`config.mk`:
```
export PLATFORM = sky130hd
export DESIGN_NAME = alu_issuer
export DESIGN_NICKNAME = d
export VERILOG_FILES = /design/src/rtl/alu_issuer.sv
export SDC_FILE = /design/constraint.sdc
export NUM_CORES = 1
export LEC_CHECK = 0
export CORE_AREA = 2 2 228 230
export CTS_CLUSTER_SIZE = 16
export DETAILED_ROUTE_END_ITERATION = 8
export DIE_AREA = 0 0 230 232
export GPL_ROUTABILITY_DRIVEN = 0
export MAX_ROUTING_LAYER = met4
export PLACE_DENSITY = 0.61
export SETUP_SLACK_MARGIN = 0.15
export SLEW_MARGIN = 20
export SYNTH_ARGS = -nofsm -noshare
export SYNTH_HDL_FRONTEND = slang
export SYNTH_SLANG_ARGS = --single-unit
```
`constraint.sdc`:
```
create_clock -name clk -period 3.7 [get_ports clk]
set_clock_uncertainty 0.1 [all_clocks]
set_input_delay 0.555 -clock clk [delete_from_list [all_inputs] [get_ports clk]]
set_output_delay 0.555 -clock clk [all_outputs]
set_load 0.02 [all_outputs]
```
`src/rtl/alu_issuer.sv`:
```
// alu_issuer: execute-stage initiator for the single-cycle ALU.
// Accepts one decoded instruction from decode, pulses the ALU, captures the
// result, resolves control flow and the memory address, and hands the retired
// instruction to writeback/memory. One instruction is in flight at a time.

package alu_issuer_pkg;

  // Decoded instruction: PC, immediate, register indices and one-hot op flags.
  typedef struct packed {
    logic [31:0] pc;
    logic [31:0] imm;
    logic [4:0]  rd;
    logic [4:0]  rs1;
    logic [4:0]  rs2;
    logic        lui;
    logic        auipc;
    logic        jal;
    logic        jalr;
    logic        beq;
    logic        bne;
    logic        blt;
    logic        bge;
    logic        bltu;
    logic        bgeu;
    logic        lb;
    logic        lh;
    logic        lw;
    logic        lbu;
    logic        lhu;
    logic        sb;
    logic        sh;
    logic        sw;
    logic        addi;
    logic        slti;
    logic        sltiu;
    logic        xori;
    logic        ori;
    logic        andi;
    logic        slli;
    logic        srli;
    logic        srai;
    logic        add;
    logic        sub;
    logic        sll;
    logic        slt;
    logic        sltu;
    logic        xor_;
    logic        srl;
    logic        sra;
    logic        or_;
    logic        and_;
  } instructions;

  // Operand values read from the register file for rs1 and rs2.
  typedef struct packed {
    logic [31:0] rs1;
    logic [31:0] rs2;
  } regvpair;

endpackage

module alu_issuer
  import alu_issuer_pkg::*;
#(
  parameter int TIMEOUT = 8
) (
  input  logic        clk,
  input  logic        rstn,
  input  logic        in_valid,
  output logic        in_ready,
  input  instructions in_instr,
  input  regvpair     in_register,
  output logic        alu_enabled,
  output instructions alu_instr,
  output regvpair     alu_register,
  input  logic        alu_completed,
  input  logic [31:0] alu_result,
  output logic        out_valid,
  input  logic        out_ready,
  output instructions out_instr,
  output logic [31:0] out_result,
  output logic [31:0] out_next_pc,
  output logic        out_taken,
  output logic        out_is_mem,
  output logic        err
);

  // The WAIT counter must represent TIMEOUT-1; one spare bit keeps TIMEOUT=1 legal.
  localparam int CW = (TIMEOUT > 1) ? $clog2(TIMEOUT) + 1 : 1;
  localparam logic [CW-1:0] TIMER_LAST = CW'(TIMEOUT - 1);

  typedef enum logic [1:0] {
    IDLE  = 2'd0,
    ISSUE = 2'd1,
    WAIT  = 2'd2,
    DONE  = 2'd3
  } state_e;

  state_e         state_q, state_d;
  instructions    holdInstr_q, holdInstr_d;
  regvpair        holdRegs_q, holdRegs_d;
  logic [CW-1:0]  timer_q, timer_d;
  logic [31:0]    result_q, result_d;
  logic [31:0]    nextPc_q, nextPc_d;
  logic           taken_q, taken_d;
  logic           isMem_q, isMem_d;
  logic           err_q, err_d;

  logic           isBranch;
  logic           isMemOp;
  logic [31:0]    seqPc;
  logic [31:0]    targetPc;
  logic [31:0]    jalrSum;
  logic [31:0]    resolvedPc;
  logic           resolvedTaken;

  // Resolve control flow and memory classification from the held instruction and live ALU result.
  always_comb begin
    isBranch      = holdInstr_q.beq | holdInstr_q.bne | holdInstr_q.blt |
                    holdInstr_q.bge | holdInstr_q.bltu | holdInstr_q.bgeu;
    isMemOp       = holdInstr_q.lb | holdInstr_q.lh | holdInstr_q.lw |
                    holdInstr_q.lbu | holdInstr_q.lhu |
                    holdInstr_q.sb | holdInstr_q.sh | holdInstr_q.sw;
    seqPc         = holdInstr_q.pc + 32'd4;
    targetPc      = holdInstr_q.pc + holdInstr_q.imm;
    jalrSum       = holdRegs_q.rs1 + holdInstr_q.imm;
    resolvedPc    = seqPc;
    resolvedTaken = 1'b0;
    if (holdInstr_q.jal) begin
      resolvedTaken = 1'b1;
      resolvedPc    = targetPc;
    end else if (holdInstr_q.jalr) begin
      resolvedTaken = 1'b1;
      resolvedPc    = jalrSum & 32'hFFFF_FFFE;
    end else if (isBranch) begin
      resolvedTaken = alu_result[0];
      resolvedPc    = alu_result[0] ? targetPc : seqPc;
    end
  end

  // Next-state logic; completion is only honoured in WAIT because it may be sticky from earlier ops.
  always_comb begin
    state_d     = state_q;
    holdInstr_d = holdInstr_q;
    holdRegs_d  = holdRegs_q;
    timer_d     = timer_q;
    result_d    = result_q;
    nextPc_d    = nextPc_q;
    taken_d     = taken_q;
    isMem_d     = isMem_q;
    err_d       = err_q;
    unique case (state_q)
      IDLE: begin
        if (in_valid) begin
          holdInstr_d = in_instr;
          holdRegs_d  = in_register;
          state_d     = ISSUE;
        end
      end
      ISSUE: begin
        timer_d = '0;
        state_d = WAIT;
      end
      WAIT: begin
        if (alu_completed) begin
          result_d = alu_result;
          nextPc_d = resolvedPc;
          taken_d  = resolvedTaken;
          isMem_d  = isMemOp;
          err_d    = 1'b0;
          state_d  = DONE;
        end else if (timer_q == TIMER_LAST) begin
          result_d = 32'd0;
          nextPc_d = seqPc;
          taken_d  = 1'b0;
          isMem_d  = 1'b0;
          err_d    = 1'b1;
          state_d  = DONE;
        end else begin
          timer_d = timer_q + CW'(1);
        end
      end
      DONE: begin
        if (out_ready) begin
          state_d = IDLE;
        end
      end
      default: begin
        state_d = IDLE;
      end
    endcase
  end

  // State and datapath registers with synchronous active-low reset.
  always_ff @(posedge clk) begin
    if (!rstn) begin
      state_q     <= IDLE;
      holdInstr_q <= '0;
      holdRegs_q  <= '0;
      timer_q     <= '0;
      result_q    <= '0;
      nextPc_q    <= '0;
      taken_q     <= 1'b0;
      isMem_q     <= 1'b0;
      err_q       <= 1'b0;
    end else begin
      state_q     <= state_d;
      holdInstr_q <= holdInstr_d;
      holdRegs_q  <= holdRegs_d;
      timer_q     <= timer_d;
      result_q    <= result_d;
      nextPc_q    <= nextPc_d;
      taken_q     <= taken_d;
      isMem_q     <= isMem_d;
      err_q       <= err_d;
    end
  end

  assign in_ready     = (state_q == IDLE);
  assign alu_enabled  = (state_q == ISSUE);
  assign out_valid    = (state_q == DONE);
  assign alu_instr    = holdInstr_q;
  assign alu_register = holdRegs_q;
  assign out_instr    = holdInstr_q;
  assign out_result   = result_q;
  assign out_next_pc  = nextPc_q;
  assign out_taken    = taken_q;
  assign out_is_mem   = isMem_q;
  assign err          = err_q;

endmodule
```
==> results.ini <==
[placement]
dp_hpwl_mm=44.3
postPlaceCellArea_um2=19600
port_buffers=582

[power_and_ir_drop]
p_per_area_nw_per_um2=633
combPwrFrac_pct=45.7
switching_share_pct=40.9
p_leak_nw=7.99
p_seq_share_pct=28.8
peakVddDrop_uv=356
internal-power_mw=7.76
clkPwrFrac_pct=25.5
p_switching_mw=5.36

[timing]
maxSlewViolCount=0
rsz0062_at_grt=yes
max_slew_margin_pct=35.5
fin_crit_sh_pct=90.3
worst_pin_slew_ns=0.968
setup_tns_ns=0
hold_viol=0
max_clock_freq_mhz=299
setup_violations=0
fin_crit_ns=3.34

[routing]
vias_per_cell=4.91
wl_per_cell_um=19.8
drt_iter0_drc=773
totalWireLength_mm=58.3
num_vias=14500
dr.pass1.iters=5
drc=0
ant_nets=0

[global_routing]
grt_max_degree=108
grtUsageTotal_pct=21.3
grt_pass1_wl_mm=86.5
overflow=0
grt_pass1_vias=14500
antenna_found_initial=0

[run]
cap_violations=0

[logic_synthesis]
synth_flop_cell=dfxtp_1
synth_async_sr_flop_share_pct=0
syn_nets=2090
synth_edf_count=0
ys_warn_count=0
synth_top_area_share_pct=36.6
synthCells=1804
ys_seq_area_share_pct=36.6
synth_area_leaders=dfxtp_1, nand2_1, a21oi_1
syn_area_um2=13800
syn_area_per_cell_um2=7.66
yosys.area.top_type=dfxtp_1
synth_seq_cells=253
synth.distinct_cells=71

[setup_path]
cp.arrival_ns=3.77
path_cells=ha_1 > fa_1 > a211oi_2 > o21ai_1 > a31oi_1 > a211oi_1 > o22ai_2 > o31ai_4 > o31a_1 > a31oi_1 > mux2i_1 > o311a_1
crit_top_cell=a31oi_1
crit_family=compound AO/OA/AOI/OAI gates
critPathBufInv=0
cp_max_fo=6
slowest_stage=fa_1
slowest_delay_ns=0.44
start_kind=flip-flop
crit_required_ns=4.13
crit_type=reg -> reg
critPathCaptureType=flip-flop

[cells_and_area]
antenna_cells=0
fin_nets=2530
postLayoutCoreUtil_pct=40.7
finish.instance_area_um2=20700
fillers=5199
layout-drive-gt1-share_pct=5.56
synthToLayoutAreaGrowth_pct=49.9

[die]
die_h_um=232
fp.dieArea_um2=53400
row_count=83
die_w_um=230
io_pins=583
coreArea_um2=50900
initial_core_util_pct=27.2

[clock_network]
cts-root-buf=clkbuf_16
cts_htree_levels=1
cts_tree=yes
clkSinkCount=253
clockBufferDepth=3
cts_inserted_buffers=31
hold_buffers=0
clk_latency_ns=0.61
clk_pin_slew_ns=0.07

[worst_hold_path]
hold_class=reg -> reg

[run_status]
status=finished clean

## flip-flops by register name, indices dropped and copies added (netlist names)
name / flops
out_result: 32
alu_instr: 116
alu_register: 64
state_q: 2
timer_q: 4
out_is_mem: 1
out_taken: 1
err: 1
out_next_pc: 32
## cells in the final DEF, fill, tap and decap left out, types with 5 or more instances in the layout
cell type / synthesis / routed
a21oi_1: 257 / 257
a21o_1: 30 / 30
a31oi_1: 15 / 15
nand2_1: 449 / 448
nor3_1: 21 / 21
a221oi_1: 11 / 11
buf_4: 119 / 37
dfxtp_1: 253 / 253
o21ai_0: 49 / 49
nand3_1: 30 / 30
o221ai_1: 11 / 11
clkbuf_16: 0 / 31
clkdlybuf4s50_1: 0 / 582
o21a_1: 6 / 6
clkinv_2: 0 / 5
bufinv_16: 0 / 5
nand2b_1: 8 / 7
buf_12: 0 / 5
nor2b_1: 7 / 6
a22oi_1: 34 / 34
ha_1: 67 / 67
nand4_1: 9 / 9
o22ai_1: 12 / 12
inv_1: 27 / 26
and3_1: 13 / 13
clkbuf_1: 86 / 5
o21ai_1: 10 / 10
nor2_1: 96 / 96
o21bai_1: 9 / 9
xnor2_1: 38 / 38
a211oi_1: 12 / 12
xor2_1: 39 / 39
clkbuf_8: 0 / 7
## worst paths after layout
check / from / endpoint / slack, ns / depth (start not counted)
setup / recovery: alu_instr[52]$_SDFFE_PN0P_ / out_next_pc[30]$_SDFFE_PN0P_ / 0.36 / 12
hold / removal: alu_register[21]$_SDFFE_PN0P_ / alu_register[21]$_SDFFE_PN0P_ / 0.35 / 2
setup reg to reg: alu_instr[52]$_SDFFE_PN0P_ / out_next_pc[30]$_SDFFE_PN0P_ / 0.36 / 12
hold reg to reg: alu_register[21]$_SDFFE_PN0P_ / alu_register[21]$_SDFFE_PN0P_ / 0.35 / 2
## through the flow
step / setup WS, ns / instances / hold WS, ns / power (mW)
after global placement: 0.418 / 2889 / 0.342 / 9.79
after floorplan: 0.712 / 1804 / 0.349 / 7.28
final: 0.360 / 2948 / 0.354 / 13.1
after detailed placement: 0.423 / 2889 / 0.348 / 9.84
after global routing: 0.125 / 2948 / 0.368 / 13.8
after CTS: 0.342 / 2946 / 0.344 / 13.3
## worst min-delay path: stages (launching register included)
cell and delay [ns]:
dfxtp_1 0.31, nand2_1 0.05, a21oi_1 0.05
## per-layer routing
metal	vias up	GRT usage, %	part of all wire [%]
li1	6978	-	-
met5	-	-	0
met1	6790	24.3	40
met4	0	7.54	3.8
met2	611	36.6	49
met3	104	5.02	7.2
## power groups by stage
| stage | logic (mW) | registers (mW) | clock network, mW |
|---|---|---|---|
| 3_5_place_dp | 6.00 | 3.85 | 0 |
| 3_3_place_gp | 5.97 | 3.82 | 0 |
| 6_report | 5.99 | 3.78 | 3.34 |
| 4_1_cts | 6.02 | 3.80 | 3.44 |
| 5_1_grt | 6.45 | 3.86 | 3.54 |
| 2_1_floorplan | 3.02 | 4.26 | 0 |
## cells by family after synthesis
group	Yosys count	share of synthesized area (%)
AO/OA/AOI/OAI	502	22.4
XOR/XNOR	77	4.88
adder cells (fa/ha/maj)	69	6.35
buffers and inverters	244	10.1
flip-flops	253	36.6
multiplexers	2	0.145
AND/OR/NAND/NOR	657	19.6
## final cells by class
| type | instances | area [um2] | area share, % |
|---|---|---|---|
| Clock buffer | 43 | 891 | 4.30 |
| Tap cell | 680 | 851 | 4.10 |
| Inverter | 27 | 109 | 0.525 |
| Timing Repair Buffer | 624 | 6200 | 29.9 |
| Multi-Input combinational cell | 1307 | 7390 | 35.6 |
| Sequential cell | 253 | 5060 | 24.4 |
| Clock inverter | 14 | 220 | 1.06 |
## synthesized netlist by cell type, drive strengths merged (17+ instances only)
cell    number
clkbuf      88
ha          67
xnor2       38
a21o        32
buf        129
a22oi       34
nor2        97
o21ai       59
nor3        22
inv         27
dfxtp      253
nand2      449
nand3       30
xor2        39
a21oi      262
a211oi      17
## timing repair
| action | CTS | global route |
|---|---|---|
| resized for setup | 0 | 1 |
| setup endpoints to repair | 0 | 2 |
| setup buffers | 0 | 2 |
Note: power is estimated with default switching activity, not from simulation.
==> patch (same settings) <==
`TIMEOUT`: 8 -> 4.
--- a/src/rtl/alu_issuer.sv
+++ b/src/rtl/alu_issuer.sv
@@ -62,7 +62,7 @@
 module alu_issuer
   import alu_issuer_pkg::*;
 #(
-  parameter int TIMEOUT = 8
+  parameter int TIMEOUT = 4
 ) (
   input  logic        clk,
   input  logic        rstn,
Formal check against the unedited RTL: same outputs for any inputs over 4 cycles, from zero or initial values and one cycle with rstn low; that may be too few to reach the edited logic, so the function may still have changed.
==> patch against the original RTL <==
  * Count of clock-buffer cells in the layout is 5 higher
  * Clock power is 1% higher
  * Die area stayed put
  * Setup slack better by 0.015 ns
  * Sequential share of layout area is 0.31 points lower
  * Critical path depth is 1 lower
  * Routed wire length is 3.6% higher
  * Core utilization is 0.37 points higher
  * Sequential cell count is 1 lower
  * Cell area is 0.90% higher
  * Total power is 9.6% lower
  * Hold slack worse by 0.0046 ns
  * Synthesized cell count stayed put
  * Synthesized area is 0.84% higher
  * Critical endpoint unchanged
==> patch: results (changes against the original RTL) <==
\begin{tabular}{lr}
\hline
Metric & Value \\
\hline
\multicolumn{2}{l}{\textbf{Status}} \\
\quad Run status & completed \\
\multicolumn{2}{l}{\textbf{Placed design}} \\
\quad Cell count after placement & 2,902 (+0.45\%) \\
\multicolumn{2}{l}{\textbf{Clocking}} \\
\quad Worst-Skew Late Latency & 0.55 ns (-0.06 ns) \\
\quad Number of buffers created by CTS & 35 (+13\%) \\
\multicolumn{2}{l}{\textbf{Power and ir drop}} \\
\quad Net switching power & 0.00466 W (-13\%) \\
\quad Final Total Pwr & 0.0119 W (-9.6\%) \\
\quad Cell leakage power & 7.97 nW (-0.20\%) \\
\multicolumn{2}{l}{\textbf{Setup path}} \\
\quad CP max stage delay & 0.48 ns (+0.04 ns) \\
\quad Count of cells along the worst register-to-register path & 11 (-1) \\
\quad Reg2reg setup slack & 0.38 ns (+0.02 ns) \\
\multicolumn{2}{l}{\textbf{Final layout}} \\
\quad FILL cells & 5,164 (-0.67\%) \\
\quad Final-stage net count & 2,546 (+0.63\%) \\
\quad Share of cells above drive strength 1 & 5.96\% (+0.40 points) \\
\multicolumn{2}{l}{\textbf{Yosys}} \\
\quad Average cell area after synthesis & 7.73 sq um (+0.84\%) \\
\quad Leading post-synthesis cells by cell area & sky130\_fd\_sc\_hd\_\_dfxtp\_1 (36\%), sky130\_fd\_sc\_hd\_\_nand2\_1 (12\%), sky130\_fd\_sc\_hd\_\_a21oi\_1 (9.8\%) \\
\quad Sequential share of the synthesized area & 36.2\% (-0.45 points) \\
\quad Count of cell types in the netlist & 76 (+7.0\%) \\
\quad Post-synth net total & 2,091 (+0.048\%) \\
\multicolumn{2}{l}{\textbf{Drt}} \\
\quad Final wirelength & 60,400 um (+3.6\%) \\
\quad Met2 wire len & 27,500 um (-3.3\%) \\
\multicolumn{2}{l}{\textbf{Global routing}} \\
\quad GRT Util Overall & 22.2\% (+0.90 points) \\
\quad Wire length of the first global-routing pass & 88,900 um (+2.8\%) \\
\quad Largest net degree at the start of global routing & 85 (-21\%) \\
\quad Via count of the first global-routing pass & 14,400 (-0.42\%) \\
\multicolumn{2}{l}{\textbf{Timing}} \\
\quad Fmax & 0.301 GHz (+0.46\%) \\
\quad Final hold slack & 0.350 ns (-0.00462 ns) \\
\quad Tightest Pin Transition & 0.927 ns (-0.0402 ns) \\
\multicolumn{2}{l}{\textbf{Min path}} \\
\quad End point of the most critical hold path & out\_next\_pc[7] \\
\hline
\end{tabular}
==> patch: metal layers <==
| metal | track usage, % | vias up |
|---|---|---|
| met3 | 5.18 | 97 |
| met5 | - | - |
| met1 | 28.0 | 6968 |
| met4 | 7.32 | 0 |
| met2 | 35.1 | 635 |
| li1 | - | 7058 |
==> patch: cells by family after synthesis <==
| group | Yosys count | synth area share [%] |
|---|---|---|
| and+or+nand+nor | 634 | 18.7 |
| AOI/OAI and AO/OA | 522 | 23.0 |
| DFF | 252 | 36.2 |
| buffers and inverters | 239 | 10.3 |
| xor gates and xnor gates | 83 | 5.21 |
| adders and majority gates | 70 | 6.39 |
| muxes | 4 | 0.305 |
==> patch: area by class of cell <==
| class | count | share of cell area, % |
|---|---|---|
| inverters | 24 | 0.467 |
| clock buffers | 48 | 4.80 |
| well taps | 680 | 4.07 |
| repair buffers | 633 | 30.0 |
| clock inverters | 13 | 0.640 |
| multi-input cells | 1313 | 35.8 |
| flip-flops and latches | 252 | 24.1 |
| diodes | 1 | 0.0120 |
